===== src/rtl/setting_register_pkg.sv =====
// Settings-bus geometry and the system register address map shared by every
// block that decodes a setting_register instance.
package setting_register_pkg;

    localparam int SR_AWIDTH = 7;
    localparam int SR_DWIDTH = 32;

    // DDC channel 0
    localparam logic [SR_AWIDTH-1:0] SR_DDC0_FREQ      = 7'd16;
    localparam logic [SR_AWIDTH-1:0] SR_DDC0_PHASE_RST = 7'd17;
    localparam logic [SR_AWIDTH-1:0] SR_DDC0_SCALE_IQ  = 7'd18;
    localparam logic [SR_AWIDTH-1:0] SR_DDC0_DECIM     = 7'd19;

    // DDC channel 1
    localparam logic [SR_AWIDTH-1:0] SR_DDC1_FREQ      = 7'd24;
    localparam logic [SR_AWIDTH-1:0] SR_DDC1_PHASE_RST = 7'd25;
    localparam logic [SR_AWIDTH-1:0] SR_DDC1_SCALE_IQ  = 7'd26;
    localparam logic [SR_AWIDTH-1:0] SR_DDC1_DECIM     = 7'd27;

    // Global control
    localparam logic [SR_AWIDTH-1:0] SR_CORE_CTRL      = 7'd0;
    localparam logic [SR_AWIDTH-1:0] SR_LAST           = 7'd127;

endpackage


===== src/rtl/setting_register.sv =====
// Single settings-bus register: captures the bus word on a strobe addressed to
// MY_ADDR and pulses changed for one cycle afterwards.
module setting_register
    import setting_register_pkg::*;
#(
    parameter int                 MY_ADDR = 0,
    parameter int                 AWIDTH  = SR_AWIDTH,
    parameter int                 DWIDTH  = SR_DWIDTH,
    parameter logic [DWIDTH-1:0]  INIT    = '0
) (
    input  logic              clk,
    input  logic              reset,
    input  logic              strobe,
    input  logic [AWIDTH-1:0] addr,
    input  logic [DWIDTH-1:0] in,
    output logic [DWIDTH-1:0] out,
    output logic              changed
);

    localparam logic [AWIDTH-1:0] MATCH_ADDR = AWIDTH'(MY_ADDR);

    logic hit;
    assign hit = strobe && (addr == MATCH_ADDR);

    // NOTE: sequential state uses non-blocking assignments so every flop samples
    // pre-edge values regardless of block ordering.
    always_ff @(posedge clk) begin
        if (reset) begin
            out     <= INIT;
            changed <= 1'b0;
        end else begin
            if (hit)
                out <= in;
            changed <= hit;
        end
    end

endmodule


===== config.mk =====
export PLATFORM = sky130hd
export DESIGN_NAME = setting_register
export DESIGN_NICKNAME = d
export VERILOG_FILES = /design/src/rtl/setting_register_pkg.sv /design/src/rtl/setting_register.sv
export SDC_FILE = /design/constraint.sdc
export NUM_CORES = 1
export LEC_CHECK = 0
export ABC_AREA = 1
export BUFFER_PORTS_ARGS = -buffer_cell sky130_fd_sc_hd__buf_2
export CAP_MARGIN = 30
export CORE_MARGIN = 10
export CORE_UTILIZATION = 45
export CTS_CLUSTER_SIZE = 24
export DETAILED_ROUTE_END_ITERATION = 7
export HOLD_SLACK_MARGIN = 0.02
export PLACE_DENSITY = 0.85
export SETUP_SLACK_MARGIN = 0.02
export SLEW_MARGIN = 10
export SYNTH_ARGS = -nofsm -noshare
export SYNTH_HDL_FRONTEND = slang
export SYNTH_SLANG_ARGS = --single-unit

===== constraint.sdc =====
create_clock -name clk -period 1.3 [get_ports clk]
set_input_delay 0.26 -clock clk [delete_from_list [all_inputs] [get_ports clk]]
set_output_delay 0.26 -clock clk [all_outputs]
set_load 0.005 [all_outputs]

==> impl_metrics.py, run 1 <==
metrics = {
    "outcome": {
        "status": "complete, no violations",
    },
    "critical_path": {
        "crit_path_end_kind": "output pin",
        "crit_type": "flip-flop to output pin",
        "reg2reg_depth": 2,
        "cp_max_fo": 2,
        "path_buf_inv": 1,
        "worst_ep_required_time_ns": 1.04,
        "cp_cell_sequence": "buf_2",
        "rrSetupSlack_ns": 0.73,
        "crit_slowest_cell": "dfxtp_1",
        "cp_data_arrival_time_ns": 0.80,
        "worst_path_largest_cell_delay_ns": 0.35,
        "critical-path-top-delay-family": "flip-flops",
        "cp-start-kind": "flip-flop",
        "path_depth": 1,
    },
    "synthesis": {
        "synth_area_leader_cell": "dfxtp_1",
        "yosysSeqAreaShare_pct": 44.7,
        "yosysUniqueCellTypes": 14,
        "synth_seq_cells": 33,
        "yosysTopAreaCellShare_pct": 44.7,
        "avgSynthCellArea_um2": 6.72,
        "yosysWarnings": 0,
        "synth.cell_area_um2": 1480,
        "synth_area_leaders": "dfxtp_1 (45%), nor2_1 (17%), nand3_1 (11%)",
        "synth_fp_nets": 262,
        "syn_inst": 220,
    },
    "cts": {
        "clk_latency_ns": 0.32,
        "ctsHtreeMaxLevel": 2,
        "cts_made_buffers": 5,
        "clock-root-buffer": "clkbuf_4",
        "path_clk_slew_ns": 0.10,
        "cts_resized": 0,
        "cts_tree": "yes",
        "postCtsSetupBuffers": 0,
        "clock-sinks": 33,
        "hold_buffers": 0,
        "clk_path_buf_depth": 2,
    },
    "routing": {
        "dr_wl_met2_um": 1790,
        "drc": 0,
        "wl_met1_um": 1460,
        "first_pass_iters": 4,
        "dr.max_layer_used": "met4",
        "wirelength_um": 3710,
        "drt_first_iter_violations": 74,
        "final_antenna_net_count": 0,
        "wire_per_inst_um": 10.9,
        "viasPerCell": 4.44,
        "wl_met3_um": 414,
        "vias": 1505,
    },
    "timing": {
        "max_slew_margin_pct": 88.9,
        "fin_crit_ns": 1.06,
        "hold_viol_final": 0,
        "fin_tns_setup_ns": 0,
        "rsz0062_at_grt": "no",
        "slew_violations": 0,
        "fin_skew_ns": 0,
        "setup_viol": 0,
        "hold_slack_ns": 0.123,
        "fmax_ghz": 0.947,
        "worst_pin_slew_ns": 0.167,
        "timing.final.crit_share_pct": 81.2,
    },
    "placement": {
        "placed_cells": 331,
        "dp_hpwl_um": 2900,
        "port-buffer-count": 74,
        "place.gp.congestion": 0.746,
    },
    "pwr": {
        "power.leakage_nw": 1.09,
        "finalPower_mw": 1.71,
        "ir_worst_vdd_mv": 0.544,
        "p_per_area_nw_per_um2": 887,
    },
    "hold_path": {
        "hold_depth": 2,
        "hp-class": "input port to flip-flop",
    },
    "cells_and_area": {
        "area_growth_pct": 30.5,
        "drive_gt1_share_pct": 30.8,
        "diodes": 0,
        "fin_util_pct": 62.2,
        "layout_commonest_cell": "buf_2",
        "final_cells": 339,
        "most-common-layout-cells": "buf_2 (74), nor2_1 (67), inv_1 (36), nand2_1 (34), dfxtp_1 (33)",
        "nNetsFinal": 336,
    },
    "grt": {
        "grt_pass1_wl_um": 6420,
        "overflow": 0,
        "grt_pass1_vias": 1504,
        "antenna_found_initial": 0,
        "grt_usage_pct": 12.8,
        "grt_max_degree": 33,
    },
    "floorplanning": {
        "core_um2": 3100,
        "ioPinCount": 75,
        "chipWidth_um": 77.3,
        "start_util_pct": 47.7,
        "die_y_um": 77.3,
        "dieArea_um2": 5980,
        "rows": 20,
    },
    "job": {
        "drv_cap": 0,
    },
}
-- metal layers --
layer  vias up  global-route usage [%]
li1        798                       -
met2        54                    22.7
met5         -                       0
met3         7                    7.11
met1       646                    11.9
met4         0                    4.93
-- metrics by stage --
stage / worst slack (ns) / cell area (um2)
global placement: 0.167 / 1880
finish: 0.244 / 1930
CTS: 0.226 / 1930
global route: 0.181 / 1930
floorplan: 0.290 / 1480
detailed placement: 0.115 / 1880
-- cell type report --
class / instances / area (um2)
well taps: 44 / 55.1
clock buffers: 6 / 41.3
clock inverters: 2 / 10.0
fillers: 324 / 1170
repair buffers: 79 / 445
flip-flops and latches: 33 / 661
inverters: 37 / 139
multi-input cells: 138 / 578
-- final timing paths --
path,end,startpoint
hold reg to reg,out[11],out[11]
hold / removal,changed,reset
setup reg to reg,out[25],out[25]
setup / recovery,out[1],out[1]
-- kinds of logic after synthesis --
kind of cell | count (synthesis) | synth area share [%]
buf+inv | 49 | 16.2
simple gates | 138 | 39.1
flops | 33 | 44.7
-- sequential cells by signal, summed over array words and instances (netlist names) --
register	flops
changed	1
out	32
-- power by group --
group	leakage (nW)	internal, mW	switching [mW]
sequential	0.266	1.01	0.00178
combinational	0.796	0.0824	0.0869
clock	0.0320	0.206	0.320
total	1.09	1.30	0.409
-- cells in the mapped netlist, drive strengths merged --
cell type,count
nand2,35
dfxtp,33
inv,37
nor2,69
nor3,1
buf,12
nand3,33
Power figures use the tool's default switching activity.
==> inputs of run 2 (changes only) <==
--- a/config.mk
+++ b/config.mk
@@ -9,11 +9,11 @@
 export BUFFER_PORTS_ARGS = -buffer_cell sky130_fd_sc_hd__buf_2
 export CAP_MARGIN = 30
 export CORE_MARGIN = 10
-export CORE_UTILIZATION = 45
+export CORE_UTILIZATION = 40
 export CTS_CLUSTER_SIZE = 24
 export DETAILED_ROUTE_END_ITERATION = 7
 export HOLD_SLACK_MARGIN = 0.02
-export PLACE_DENSITY = 0.85
+export PLACE_DENSITY = 0.8
 export SETUP_SLACK_MARGIN = 0.02
 export SLEW_MARGIN = 10
 export SYNTH_ARGS = -nofsm -noshare
==> constraint.sdc (replaced) <==
create_clock -name clk -period 0.9 [get_ports clk]
set_input_delay 0.18 -clock clk [delete_from_list [all_inputs] [get_ports clk]]
set_output_delay 0.18 -clock clk [all_outputs]
set_load 0.005 [all_outputs]
==> impl_metrics.py, run 2 (synthesis gave the netlist of run 1 again) <==
metrics = {
    "floorplanning": {
        "rows": 22,
        "core_um2": 3610,
        "dieArea_um2": 6530,
        "die_y_um": 80.8,
        "chipWidth_um": 80.8,
        "ioPinCount": 75,
        "start_util_pct": 41.0,
    },
    "cells_and_area": {
        "drive_gt1_share_pct": 44.9,
        "top_regs": "out x32, changed x1",
        "nNetsFinal": 345,
        "top_register": "out",
        "fillers": 326,
        "most-common-layout-cells": "nor2_1 (63), buf_2 (52), inv_1 (35), nand2_1 (34)",
        "layout_commonest_cell": "nor2_1",
        "diodes": 0,
        "largest_register_ffs": 32,
        "area_growth_pct": 59.0,
    },
    "grt": {
        "grt_pass1_vias": 1477,
        "antenna_found_initial": 0,
        "overflow": 0,
        "grt_usage_pct": 12.1,
        "grt_max_degree": 20,
        "grt_pass1_wl_um": 6440,
    },
    "routing": {
        "drc": 0,
        "wirelength_um": 4340,
        "wire_per_inst_um": 12.4,
        "drt_first_iter_violations": 89,
        "viasPerCell": 4.30,
        "final_antenna_net_count": 0,
        "first_pass_iters": 4,
        "vias": 1508,
    },
    "critical_path": {
        "path_depth": 1,
        "crit_slowest_cell": "dfxtp_2",
        "cp_cell_sequence": "buf_2",
        "path_buf_inv": 1,
        "critical-path-top-delay-family": "flip-flops",
        "cp_max_fo": 2,
        "worst_ep_required_time_ns": 0.72,
        "cp_data_arrival_time_ns": 0.71,
        "crit_type": "flip-flop to output pin",
        "crit_path_end_kind": "output pin",
        "rrSetupSlack_ns": 0.30,
        "reg2reg_depth": 2,
        "cp-start-kind": "flip-flop",
        "reg2reg_from": "out[30]",
        "r2r-end": "out[30]",
        "worst_path_largest_cell_delay_ns": 0.32,
    },
    "cts": {
        "cts_tree": "yes",
        "cts_made_buffers": 5,
        "clk_path_buf_depth": 2,
        "clk_latency_ns": 0.26,
        "ctsHtreeMaxLevel": 2,
        "path_clk_slew_ns": 0.06,
        "clock-sinks": 33,
        "clock-root-buffer": "clkbuf_8",
        "hold_buffers": 0,
    },
    "timing": {
        "rsz0062_at_grt": "yes",
        "setup_viol": 0,
        "slew_violations": 0,
        "fmax_ghz": 1.13,
        "fin_crit_ns": 0.888,
        "max_slew_margin_pct": 88.1,
        "worst_pin_slew_ns": 0.179,
        "timing.final.crit_share_pct": 98.6,
        "setup_ws_ns": 0.0125,
        "hold_viol_final": 0,
        "fin_skew_ns": 0,
    },
    "hold_path": {
        "hp-class": "input port to flip-flop",
        "holdPathEnd": "changed",
        "hold_depth": 2,
        "min_from": "reset",
    },
    "placement": {
        "place.gp.congestion": 0.747,
        "dp_hpwl_um": 3060,
        "dp_slack_ns": -0.219,
        "port-buffer-count": 74,
    },
    "outcome": {
        "status": "complete, no violations",
    },
    "job": {
        "drv_cap": 0,
    },
    "pwr": {
        "ir_worst_vdd_mv": 0.783,
        "finalPower_mw": 2.84,
        "p_per_area_nw_per_um2": 1210,
        "power.leakage_nw": 1.23,
    },
}
## run 2: changes by cell type in the layout (fill, tap and decap cells not counted), moves of 2 or more
cell       change
dfxtp_1       -32
buf_6         +23
clkinv_2       -2
buf_12         +4
nor2_1         -4
clkbuf_8       +6
dfxtp_2       +32
clkbuf_16      +3
nor2_4         +2
buf_2         -22
clkbuf_4       -4
nor2_2         +2
## run 2: layout make-up
| type | instances | area, um2 | area share (%) |
|---|---|---|---|
| inverter | 37 | 141 | 6.01 |
| tap | 48 | 60.1 | 2.55 |
| timing repair buffer | 88 | 757 | 32.2 |
| clock buffer | 7 | 86.3 | 3.67 |
| multi-input combinational | 138 | 606 | 25.8 |
| sequential | 33 | 701 | 29.8 |
## run 2: what timing repair did
item	CTS	global route
pin swaps	0	22
endpoints found under the hold margin	0	0
endpoints found under the setup margin	32	62
resized for setup	44	21
cloned	0	4
setup buffers	0	2
## run 2: worst max path at each step
| stage | startpoint | end | slack, ns |
|---|---|---|---|
| after floorplan | addr[6] | out[0] | 0.02 |
| after global placement | addr[1] | out[8] | -0.14 |
| after detailed placement | addr[3] | out[25] | -0.22 |
| after CTS | out[25] | out[25] | -0.003 |
| after global routing | addr[2] | out[30] | -0.02 |
| final | out[10] | out[10] | 0.01 |
## run 2: through the flow
stage,hold WS [ns],setup TNS (ns),cells,instance area (um2),utilization [%]
5_1_grt,0.0771,-0.428,351,2350,65.2
2_1_floorplan,0.259,0,220,1480,-
4_1_cts,0.0768,-0.00258,345,2140,59.5
3_3_place_gp,0.361,-4.13,338,1940,53.9
6_report,0.0856,0,351,2350,65.2
3_5_place_dp,0.365,-5.60,338,1940,53.9
## run 2: routing by layer
layer / wire, um / vias up / global-route usage (%) / share of wire, %
met5: 0 / - / 0 / 0
met3: 351 / 2 / 5.52 / 8.1
met2: 2180 / 44 / 21.7 / 50
met1: 1800 / 647 / 12.9 / 41
met4: 12 / 0 / 2.08 / 0.28
li1: - / 815 / - / -
## run 2: where the power goes
part	leakage [nW]	total, mW	internal (mW)	switching [mW]
registers	0.282	1.47	1.47	0.00369
clock network	0.0443	1.07	0.606	0.468
logic	0.900	0.294	0.149	0.144
